**src/rtl/if_fetch_pkg.sv**
```systemverilog
// if_fetch_pkg: widths and constants shared by the instruction-fetch stage.
//   INSTR_ADDR_W : instruction address width
//   INSTR_W      : instruction word width
//   STALL_W      : stall bus width
//   BYTE_W       : memory port data width
//   FETCH_BYTES  : bytes per instruction
//   STALL_IF_BIT : stall bus bit that freezes the fetch stage
package if_fetch_pkg;

    localparam int INSTR_ADDR_W = 32;
    localparam int INSTR_W      = 32;
    localparam int STALL_W      = 6;
    localparam int BYTE_W       = 8;
    localparam int FETCH_BYTES  = 4;
    localparam int STALL_IF_BIT = 1;

    // Byte counters run 0..FETCH_BYTES inclusive, so they need one extra bit.
    localparam int CNT_W = 3;
    localparam logic [CNT_W-1:0] FETCH_CNT = 3'd4;

endpackage

```
**src/rtl/if_fetch.sv**
```systemverilog
// if_fetch: instruction-fetch stage of a five-stage RV32I pipeline.
// Owns the PC and assembles each little-endian instruction from the shared
// byte-wide memory port, one byte per cycle.
// Ports:
//   clk, rst        : clock, asynchronous active-high reset
//   stall_state     : stall bus; bit 1 freezes PC advance
//   jump/jump_target: EX redirect (wins over everything else)
//   pred_taken/pred_target : predictor verdict for the current pc
//   mem_busy        : MEM stage owns the port this cycle
//   mem_din         : read data for the address issued last cycle
//   mem_addr/mem_rd : byte read request (addr is 0 when rd is low)
//   pc, instruction, prediction : presented to IF_ID (bubble unless valid)
//   stall_req       : high while the instruction is incomplete
module if_fetch
    import if_fetch_pkg::*;
#(
    parameter logic [INSTR_ADDR_W-1:0] RESET_PC = 32'h0
) (
    input  logic                    clk,
    input  logic                    rst,
    input  logic [STALL_W-1:0]      stall_state,
    input  logic                    jump,
    input  logic [INSTR_ADDR_W-1:0] jump_target,
    input  logic                    pred_taken,
    input  logic [INSTR_ADDR_W-1:0] pred_target,
    input  logic                    mem_busy,
    input  logic [BYTE_W-1:0]       mem_din,
    output logic [INSTR_ADDR_W-1:0] mem_addr,
    output logic                    mem_rd,
    output logic [INSTR_ADDR_W-1:0] pc,
    output logic [INSTR_W-1:0]      instruction,
    output logic                    prediction,
    output logic                    stall_req
);

    logic [INSTR_ADDR_W-1:0] pc_reg;
    logic [CNT_W-1:0]        iss_reg;
    logic [CNT_W-1:0]        rcv_reg;
    logic                    pending_reg;
    logic [INSTR_W-1:0]      buf_reg;

    logic valid;
    logic issue;
    logic advance;
    logic flush;

    // Only the fetch-stage bit of the stall bus matters here.
    logic unused_stall;
    assign unused_stall = ^{stall_state[STALL_W-1:STALL_IF_BIT+1], stall_state[0]};

    assign valid   = (rcv_reg == FETCH_CNT);
    assign advance = valid && !stall_state[STALL_IF_BIT];
    // Either event discards the partial/complete instruction.
    assign flush   = jump || advance;

    // Gating with rst makes an asynchronous reset drop the strobe immediately,
    // not just on the next edge.
    assign issue    = !rst && !jump && !mem_busy && (iss_reg < FETCH_CNT);
    assign mem_rd   = issue;
    assign mem_addr = issue ? (pc_reg + INSTR_ADDR_W'(iss_reg)) : '0;

    assign pc          = pc_reg;
    assign instruction = valid ? buf_reg : '0;
    assign prediction  = valid && pred_taken;
    assign stall_req   = !valid;

    always_ff @(posedge clk or posedge rst) begin
        if (rst) begin
            pc_reg      <= RESET_PC;
            iss_reg     <= '0;
            rcv_reg     <= '0;
            pending_reg <= 1'b0;
        end else if (jump) begin
            pc_reg      <= jump_target;
            iss_reg     <= '0;
            rcv_reg     <= '0;
            pending_reg <= 1'b0;
        end else if (advance) begin
            pc_reg      <= pred_taken ? pred_target : (pc_reg + 32'd4);
            iss_reg     <= '0;
            rcv_reg     <= '0;
            pending_reg <= 1'b0;
        end else begin
            pending_reg <= issue;
            if (issue) begin
                iss_reg <= iss_reg + 3'd1;
            end
            if (pending_reg) begin
                rcv_reg <= rcv_reg + 3'd1;
            end
        end
    end

    // One register lane per byte; lane gi takes the byte that arrives when
    // the receive count points at it (little-endian assembly).
    generate
        for (genvar gi = 0; gi < FETCH_BYTES; gi++) begin : g_lane
            logic lane_we;
            assign lane_we = pending_reg && (rcv_reg[1:0] == 2'(gi));

            always_ff @(posedge clk or posedge rst) begin
                if (rst) begin
                    buf_reg[gi*BYTE_W +: BYTE_W] <= '0;
                end else if (flush) begin
                    buf_reg[gi*BYTE_W +: BYTE_W] <= '0;
                end else if (lane_we) begin
                    buf_reg[gi*BYTE_W +: BYTE_W] <= mem_din;
                end
            end
        end
    endgenerate

endmodule

```
**config.mk**
```make
export PLATFORM = sky130hd
export DESIGN_NAME = if_fetch
export DESIGN_NICKNAME = d
export VERILOG_FILES = /design/src/rtl/if_fetch_pkg.sv /design/src/rtl/if_fetch.sv
export SDC_FILE = /design/constraint.sdc
export NUM_CORES = 1
export LEC_CHECK = 0
export CORE_MARGIN = 2
export CORE_UTILIZATION = 30
export CTS_CLUSTER_DIAMETER = 150
export DETAILED_ROUTE_END_ITERATION = 16
export PLACE_DENSITY = 0.54
export REMOVE_ABC_BUFFERS = 1
export SLEW_MARGIN = 20
export SYNTH_ARGS = -nofsm -noshare
export SYNTH_HDL_FRONTEND = slang
export SYNTH_SLANG_ARGS = --single-unit
```
**constraint.sdc**
```tcl
create_clock -name clk -period 4.5 [get_ports clk]
set_input_delay 1.35 -clock clk [delete_from_list [all_inputs] [get_ports clk]]
set_output_delay 1.35 -clock clk [all_outputs]
set_load 0.01 [all_outputs]
```
==> impl_metrics.yaml <==
run:
  maxCapViolCount: 0
synthesis:
  async_flop_share: 1.00
  yosysTopAreaCellShare: 0.355
  synthFlopType: "dfrtp_1"
  ys_ff_latch: 71
  syn_area_um2: 5000
  avgSynthCellArea_um2: 7.87
  ys_types: 54
  synth_area_leaders: "dfrtp_1 (36%), a21oi_1 (5.7%), nand3_1 (5.6%)"
  synth_warnings: 0
  synth_area_leader_cell: "dfrtp_1"
  synth_seq_area_share: 0.355
  synth_cells: 635
  synth-edff-count: 0
detailed_routing:
  drtAntennaViolNets: 0
  drc: 0
  drt-pass1-iter-count: 5
  vias: 5450
  wl_per_cell_um: 17.9
  drt_iter0_drc: 356
  avgViaCountPerCell: 5.33
  finalWirelength_um: 18300
setup_path:
  start_kind: "primary input"
  ff2ff_setup_slack_ns: 1.62
  cpPeakStageDelay_ns: 0.52
  reg2reg_depth: 5
  crit_start: "rst"
  regToRegEndpoint: "pc[23]"
  crit_chain: "clkdlybuf4s50_1 -> nor3_2 -> nand2b_1 -> buf_4 -> inv_1 -> buf_4 -> clkdlybuf4s50_1"
  timing.rr.start: "rcv_reg[2]"
  crit_path_max_fanout: 9
  cp_num_buf_inv: 5
  critPathSlowestCell: "clkdlybuf4s50_1"
  path_class: "in2out"
  cp_top_family: "buffers and inverters"
  cp.arrival_ns: 3.03
  critPathCaptureType: "output pin"
  critPathRequiredTime_ns: 3.15
global_routing:
  grt_pass1_vias: 5294
  antenna_found_initial: 0
  grt_pass1_wl_um: 28600
  grt_max_degree: 44
  overflow: 0
  grt_util_all_layers: 0.203
sta:
  setup_slack_ns: 0.115
  hold_viol_final: 0
  drv_slew: 0
  setup_viol: 0
  finClkSkew_ns: 0.00814
  worst_hold_slack_ns: 0.517
  period_minus_slack_ns: 4.38
  max_freq_mhz: 228
  tightest_slew_ns: 0.958
  max_slew_margin: 0.359
  post-route-period-util: 0.974
  fin_tns_setup_ns: 0
min_path:
  hp-class: "reg2reg"
  hold_depth: 2
  min_from: "buf_reg[14]"
  hold_end: "buf_reg[14]"
floorplan:
  core.rowCount: 47
  initial_core_util: 0.305
  core_um2: 16400
  dieArea_um2: 17700
  die_x_um: 133
  die_h_um: 133
  io_pins: 182
finish:
  antenna_cells: 0
  final_nets: 890
  fillers: 1566
  fin_util: 0.457
  layout-drive-gt1-share: 0.0910
  area_growth_pct: 50.1
power:
  ir_drop_uv: 172
  p_total_mw: 2.23
  p_per_area_nw_per_um2: 297
  leakage_nw: 3.08
clock_network:
  ctsHtreeMaxLevel: 3
  holdBufCountCts: 0
  cts.reportedPaths.clkPinSlew_ns: 0.06
  cts_inserted_buffers: 9
  numClockSinks: 71
  cts_max_path_buffers: 2
  cts_tree: "built"
  root_buffer: "clkbuf_16"
  clock_latency_ns: 0.34
placement:
  port_buffers: 176
  place_ws_ns: -0.145
  gp_congestion: 0.851
  post-dp-hpwl_um: 13300
run_status:
  status: "complete, no violations"
worst max-delay path by stage:
stage                    to  slack, ns  depth (start not counted)
6_report             mem_rd       0.12                          7
3_3_place_gp   mem_addr[10]      -0.11                          6
4_1_cts         mem_addr[2]       0.03                          6
2_1_floorplan        pc[11]      -0.05                          6
5_1_grt        mem_addr[28]      -0.02                         10
3_5_place_dp   mem_addr[10]      -0.15                          6
cells by family after synthesis:
kind of cell    count (synthesis)  synth area share
simple gates                  283             0.292
flops                          71             0.355
mux                             1           0.00200
buf+inv                        72            0.0573
compound gates                170             0.217
fa+ha+maj                      10            0.0265
xor+xnor                       28            0.0490
stage by stage:
| step | instances | area, um^2 |
|---|---|---|
| 2_1_floorplan | 578 | 4770 |
| 3_3_place_gp | 1001 | 7040 |
| 3_5_place_dp | 1001 | 7040 |
| 4_1_cts | 1019 | 7450 |
| 5_1_grt | 1022 | 7500 |
| 6_report | 1022 | 7500 |
layout make-up:
type | count | area, um^2 | share of cell area
clock inverter | 7 | 168 | 0.0223
clock buffer | 9 | 225 | 0.0300
multi-input combinational | 492 | 2970 | 0.395
tap | 220 | 275 | 0.0367
sequential | 71 | 1780 | 0.237
timing repair buffer | 208 | 2040 | 0.271
inverter | 15 | 56.3 | 0.00750
where the power goes:
part	switching [mW]	leakage [nW]	internal [mW]	total, mW
clock	0.294	0.190	0.657	0.951
combinational	0.248	1.97	0.252	0.500
sequential	0.0989	0.925	0.682	0.781
tightest hold or removal path, stage by stage (launching register included):
cell and delay [ns]:
dfrtp_1 0.37, nand2_1 0.05, a21oi_1 0.05
metal layers:
layer  vias to the layer above  GRT usage  wire length (um)
met3                        23     0.0407              1260
met5                         -          0                 0
met1                      2602      0.275              8290
met4                         0     0.0632               313
met2                       206      0.329              8460
li1                       2619          -                 -
cells in the mapped netlist (8+ instances only):
cell type  count
a21oi_1       57
a221o_1        8
a22o_1         9
a22oi_1       10
and3_1        35
buf_2         10
clkbuf_1      41
dfrtp_1       71
ha_1           9
inv_1         15
nand2_1       72
nand3_1       56
nand4_1       18
nor2_1        55
nor3_1        12
o21ai_0       35
o21ai_1       13
xnor2_1       11
xor2_1        17
cells in the final DEF (no fill, tap or decap), types with 5 or more instances in the layout:
cell type,count
o211ai_1,6
dfrtp_1,71
buf_4,30
a31oi_1,7
nand2_1,72
nand4_1,18
nor3_1,11
inv_1,14
clkdlybuf4s50_1,163
o21ai_0,35
a21oi_1,57
a22oi_1,10
clkbuf_16,9
or3_1,5
a22o_1,9
and3_1,35
dlymetal6s2s_1,9
xnor2_1,11
nor2_1,54
bufinv_16,5
o21ai_1,12
nand3_1,56
xor2_1,17
ha_1,9
a221o_1,8
repair_timing:
action / CTS / global route
pin swaps: 2 / 1
setup endpoints to repair: 27 / 23
gates cloned: 0 / 0
buffers inserted: 2 / 3
gates resized for setup: 7 / 10
endpoints found under the hold margin: 0 / 0
Note: power is estimated with default switching activity, not from simulation.
